==> config.mk <==
export PLATFORM = sky130hd
export DESIGN_NAME = mux_sel_arbiter
export DESIGN_NICKNAME = d
export VERILOG_FILES = /design/src/rtl/mux_sel_arbiter.sv
export SDC_FILE = /design/constraint.sdc
export NUM_CORES = 1
export LEC_CHECK = 0
export ABC_AREA = 1
export BUFFER_PORTS_ARGS = -buffer_cell sky130_fd_sc_hd__buf_2
export CORE_MARGIN = 1
export CORE_UTILIZATION = 56
export CTS_BUF_LIST = sky130_fd_sc_hd__clkbuf_4 sky130_fd_sc_hd__clkbuf_8
export CTS_CLUSTER_SIZE = 8
export DETAILED_ROUTE_END_ITERATION = 8
export GPL_TIMING_DRIVEN = 0
export PLACE_DENSITY = 0.84
export SYNTH_ARGS = -nofsm -noshare
export SYNTH_HDL_FRONTEND = slang
export SYNTH_SLANG_ARGS = --single-unit
==> constraint.sdc <==
create_clock -name clk_in -period 1.8 [get_ports clk_in]
set_input_delay 0.36 -clock clk_in [delete_from_list [all_inputs] [get_ports clk_in]]
set_output_delay 0.36 -clock clk_in [all_outputs]
set_load 0.05 [all_outputs]
==> src/rtl/mux_sel_arbiter.sv <==
// mux_sel_arbiter: round-robin arbiter for two requesters that share one 2:1 mux.
// sel_out drives the mux select (0 = A, 1 = B). A grant is held while its owner
// keeps requesting, but never for more than HOLD_MAX cycles while the other side
// is also waiting. Every output comes straight from a flop, so the select is
// glitch-free and no input reaches an output combinationally.
module mux_sel_arbiter #(
  parameter int HOLD_MAX = 4,
  parameter int CNT_W    = 8
) (
  input  logic             clk_in,
  input  logic             rst_in,
  input  logic             req_a_in,
  input  logic             req_b_in,
  output logic             grant_a_out,
  output logic             grant_b_out,
  output logic             sel_out,
  output logic             busy_out,
  output logic             switch_out,
  output logic [CNT_W-1:0] hold_cnt_out
);

  typedef enum logic [1:0] {
    IDLE  = 2'd0,
    OWN_A = 2'd1,
    OWN_B = 2'd2
  } state_t;

  // Last hold count value before the grant is forced over to a waiting requester.
  localparam logic [CNT_W-1:0] HOLD_LAST = CNT_W'(HOLD_MAX - 1);

  state_t           state;
  state_t           state_nxt;
  logic             last_b;
  logic             last_b_nxt;
  logic [CNT_W-1:0] hold_cnt;
  logic [CNT_W-1:0] hold_nxt;
  logic             sel_nxt;
  logic             switch_nxt;

  // Next-state, hold counter, select and switch-pulse decisions.
  always_comb begin
    state_nxt  = state;
    last_b_nxt = last_b;
    hold_nxt   = '0;
    sel_nxt    = sel_out;
    switch_nxt = 1'b0;
    case (state)
      IDLE: begin
        if (req_a_in && (!req_b_in || last_b)) begin
          state_nxt  = OWN_A;
          sel_nxt    = 1'b0;
          last_b_nxt = 1'b0;
        end else if (req_b_in) begin
          state_nxt  = OWN_B;
          sel_nxt    = 1'b1;
          last_b_nxt = 1'b1;
        end
      end
      OWN_A: begin
        if (req_b_in && (!req_a_in || hold_cnt == HOLD_LAST)) begin
          state_nxt  = OWN_B;
          sel_nxt    = 1'b1;
          last_b_nxt = 1'b1;
          switch_nxt = 1'b1;
        end else if (!req_a_in) begin
          state_nxt = IDLE;
        end else begin
          hold_nxt = (hold_cnt == HOLD_LAST) ? hold_cnt : hold_cnt + 1'b1;
        end
      end
      OWN_B: begin
        if (req_a_in && (!req_b_in || hold_cnt == HOLD_LAST)) begin
          state_nxt  = OWN_A;
          sel_nxt    = 1'b0;
          last_b_nxt = 1'b0;
          switch_nxt = 1'b1;
        end else if (!req_b_in) begin
          state_nxt = IDLE;
        end else begin
          hold_nxt = (hold_cnt == HOLD_LAST) ? hold_cnt : hold_cnt + 1'b1;
        end
      end
      default: begin
        state_nxt = IDLE;
      end
    endcase
  end

  // State register; after reset B counts as last owner so A wins the first tie.
  always_ff @(posedge clk_in) begin
    if (rst_in) begin
      state    <= IDLE;
      last_b   <= 1'b1;
      hold_cnt <= '0;
    end else begin
      state    <= state_nxt;
      last_b   <= last_b_nxt;
      hold_cnt <= hold_nxt;
    end
  end

  // Registered outputs, loaded from the same decisions as the state register.
  always_ff @(posedge clk_in) begin
    if (rst_in) begin
      grant_a_out  <= 1'b0;
      grant_b_out  <= 1'b0;
      busy_out     <= 1'b0;
      sel_out      <= 1'b0;
      switch_out   <= 1'b0;
      hold_cnt_out <= '0;
    end else begin
      grant_a_out  <= (state_nxt == OWN_A);
      grant_b_out  <= (state_nxt == OWN_B);
      busy_out     <= (state_nxt != IDLE);
      sel_out      <= sel_nxt;
      switch_out   <= switch_nxt;
      hold_cnt_out <= hold_nxt;
    end
  end

endmodule
==> flow_metrics.py <==
metrics = {
    "setup_path": {
        "rrSetupSlack_ns": 0.22,
        "cp_slowest_cell": "dfxtp_2",
        "arrival_ns": 1.77,
        "reg2reg_depth": 10,
        "cpPeakStageDelay_ns": 0.37,
        "path_cells": "ha_1, nand2_2, nor2_2, nand2_4, nand2_4, nand2_2, nand3_1, nand4_1, nand2_1, nand2_1",
        "critPathLaunchType": "flip-flop",
        "required_ns": 1.99,
        "crit_family": "simple AND/OR/NAND/NOR gates",
        "r2r-start": "hold_cnt_out[0]",
        "crit_type": "reg -> reg",
        "cp_num_buf_inv": 0,
        "critPathMaxFanout": 6,
        "cp-end-kind": "flip-flop",
        "r2r_end": "busy_out",
    },
    "timing": {
        "hold_viol": 0,
        "relSlewSlack": 0.819,
        "rsz0062_at_grt": "false",
        "finalCritPeriodShare": 0.877,
        "fin_crit_ns": 1.58,
        "setup_viol": 0,
        "max_slew.worst_pin.slew_ns": 0.271,
        "maxSlewViolCount": 0,
        "fmax_ghz": 0.633,
        "tns_ns": 0,
        "final.setup_skew_ns": 0.00103,
    },
    "logic_synthesis": {
        "syn_inst": 116,
        "synth_warnings": 0,
        "netlist_area_um2": 877,
        "synth_top_family_by_area": "simple AND/OR/NAND/NOR gates",
        "ys_ff_latch": 16,
        "synth.area.top_cells": "dfxtp_1, nand2_1, inv_1",
        "synth_seq_area_share": 0.365,
        "synth-xor-area-share": 0.0300,
        "synth_nets": 125,
        "synth.mux.area_fraction": 0,
        "netlist-cell-type-count": 22,
        "netlist.area_leader.share": 0.365,
        "synth_area_leader_cell": "dfxtp_1",
        "synthSimpleGateAreaFrac": 0.365,
        "synth_area_per_cell_um2": 7.56,
        "synth_compound_area_frac": 0.0870,
        "synthAdderAreaFrac": 0.0713,
    },
    "job": {
        "maxCapViolations": 0,
    },
    "clocking": {
        "cts_tree": "done",
        "cts_buffers": 3,
        "post_cts_resized": 0,
        "post-cts-setup-buffers": 0,
        "cts-htree-levels": 1,
        "cts_sinks": 16,
        "clock_path_buffers": 2,
        "ctsHoldBuffers": 0,
        "insertion_delay_ns": 0.28,
        "clk_pin_slew_worst_paths_ns": 0.09,
        "clock-root-buffer": "clkbuf_4",
    },
    "drt": {
        "drc": 0,
        "via_per_inst": 5.25,
        "wl_per_cell_um": 11.0,
        "dr.pass1.iters": 5,
        "drt-total-wl_um": 1660,
        "ant_nets": 0,
        "vias": 792,
        "drt_iter0_markers": 15,
    },
    "layout": {
        "antenna_cells": 0,
        "syn_to_final_growth_pct": 15.7,
        "stdcell_count": 151,
        "fin_nets": 146,
        "drive_gt1_frac": 0.331,
    },
    "worst_hold_path": {
        "hold_path_class": "in -> reg",
        "worstHoldEndpoint": "sel_out",
        "whs_path_depth": 2,
        "hp-start": "rst_in",
    },
    "floorplanning": {
        "std_cell_rows": 13,
        "start_util": 0.634,
        "die_width_um": 41.6,
        "die_h_um": 41.6,
        "io_pins": 17,
        "die_area_um2": 1730,
        "core_area_um2": 1380,
    },
    "placed_design": {
        "dp_hpwl_um": 1290,
        "io_buffers": 16,
        "place_congestion": 0.892,
        "placed_cells": 147,
    },
    "power": {
        "finalPower_uw": 863,
        "cellLeakagePower_nw": 0.520,
        "ir_drop_mv": 0.508,
        "p_per_area_nw_per_um2": 850,
    },
    "run_status": {
        "status": "complete, no violations",
    },
    "grt": {
        "grt_usage": 0.210,
        "overflow": 0,
        "grt_pass1_vias": 712,
        "grt_pass1_wl_um": 2860,
        "antenna_found_initial": 0,
        "grt_max_degree": 10,
    },
}
## per-stage QoR
| step | hold WS (ns) | setup WS, ns | util | instance area (um2) |
|---|---|---|---|---|
| after floorplan | 0.422 | 0.191 | - | 880 |
| after global placement | 0.447 | 0.321 | 0.708 | 978 |
| after CTS | 0.256 | 0.225 | 0.734 | 1010 |
| after detailed placement | 0.452 | 0.253 | 0.708 | 978 |
| after global routing | 0.247 | 0.0495 | 0.734 | 1010 |
| final | 0.259 | 0.221 | 0.734 | 1010 |
## sequential cells by signal (all words and copies together) (netlist names)
| register | count |
|---|---|
| last_b | 1 |
| switch_out | 1 |
| hold_cnt_out | 8 |
| sel_out | 1 |
| grant_a_out | 1 |
| grant_b_out | 1 |
| busy_out | 1 |
| state | 2 |
## final cells by class
type	count	area, um2
Timing Repair Buffer	16	80.1
Clock buffer	4	36.3
Sequential cell	16	323
Fill cell	121	368
Multi-Input combinational cell	81	485
Inverter	19	71.3
Tap cell	15	18.8
## routing by layer
layer | global-route usage | vias up | wire, um
met5 | 0 | - | 0
met4 | 0.123 | 0 | 36
met3 | 0.0348 | 6 | 67
met2 | 0.353 | 32 | 843
met1 | 0.249 | 348 | 715
li1 | - | 406 | -
## power by group
group          internal [mW]  leakage [nW]  switching (mW)
Combinational         0.0676         0.367           0.162
Clock                  0.123        0.0210           0.113
Sequential             0.382         0.131          0.0154
## worst max-delay path by stage
stage	depth (start not counted)	slack (ns)	from	end
2_1_floorplan	12	0.19	hold_cnt_out[0]	busy_out
3_3_place_gp	12	0.32	hold_cnt_out[0]	busy_out
3_5_place_dp	12	0.25	hold_cnt_out[0]	busy_out
4_1_cts	10	0.22	hold_cnt_out[0]	busy_out
5_1_grt	10	0.05	hold_cnt_out[0]	busy_out
6_report	10	0.22	hold_cnt_out[0]	busy_out
## cell usage after synthesis
cell / instances
a21oi_2: 1
o21ai_2: 1
a31oi_1: 1
nand2_1: 23
nor3_2: 4
nor2_2: 2
inv_1: 17
ha_1: 5
xnor2_1: 1
nor2_1: 12
nand2_2: 8
nand4_1: 1
o21ai_0: 5
nand3_1: 5
a211oi_1: 1
dfxtp_1: 16
a21oi_1: 4
nand2_4: 2
inv_2: 2
nand3_2: 2
nand4_2: 1
xor2_1: 2
## cells by family after synthesis
logic type | Yosys count
compound gates | 13
xor+xnor | 3
fa+ha+maj | 5
buf+inv | 19
flops | 16
simple gates | 60
## cell usage in the layout (no fill, tap or decap)
master and instances:
a31oi_1 1, nand3_1 5, a21oi_2 1, nor3_2 4, nand3_2 2, xor2_1 2, inv_1 17, a21oi_1 4
xnor2_1 1, buf_2 16, nand4_1 1, ha_1 5, nand2_1 23, nand2_2 8, a211oi_1 1, nand2_4 2
inv_2 2, dfxtp_2 2, clkbuf_4 3, o21ai_0 5, nor2_2 2, nor2_1 12, nand4_2 1, o21ai_2 1
clkbuf_8 1, dfxtp_1 14
Note: power is estimated with default switching activity, not from simulation.
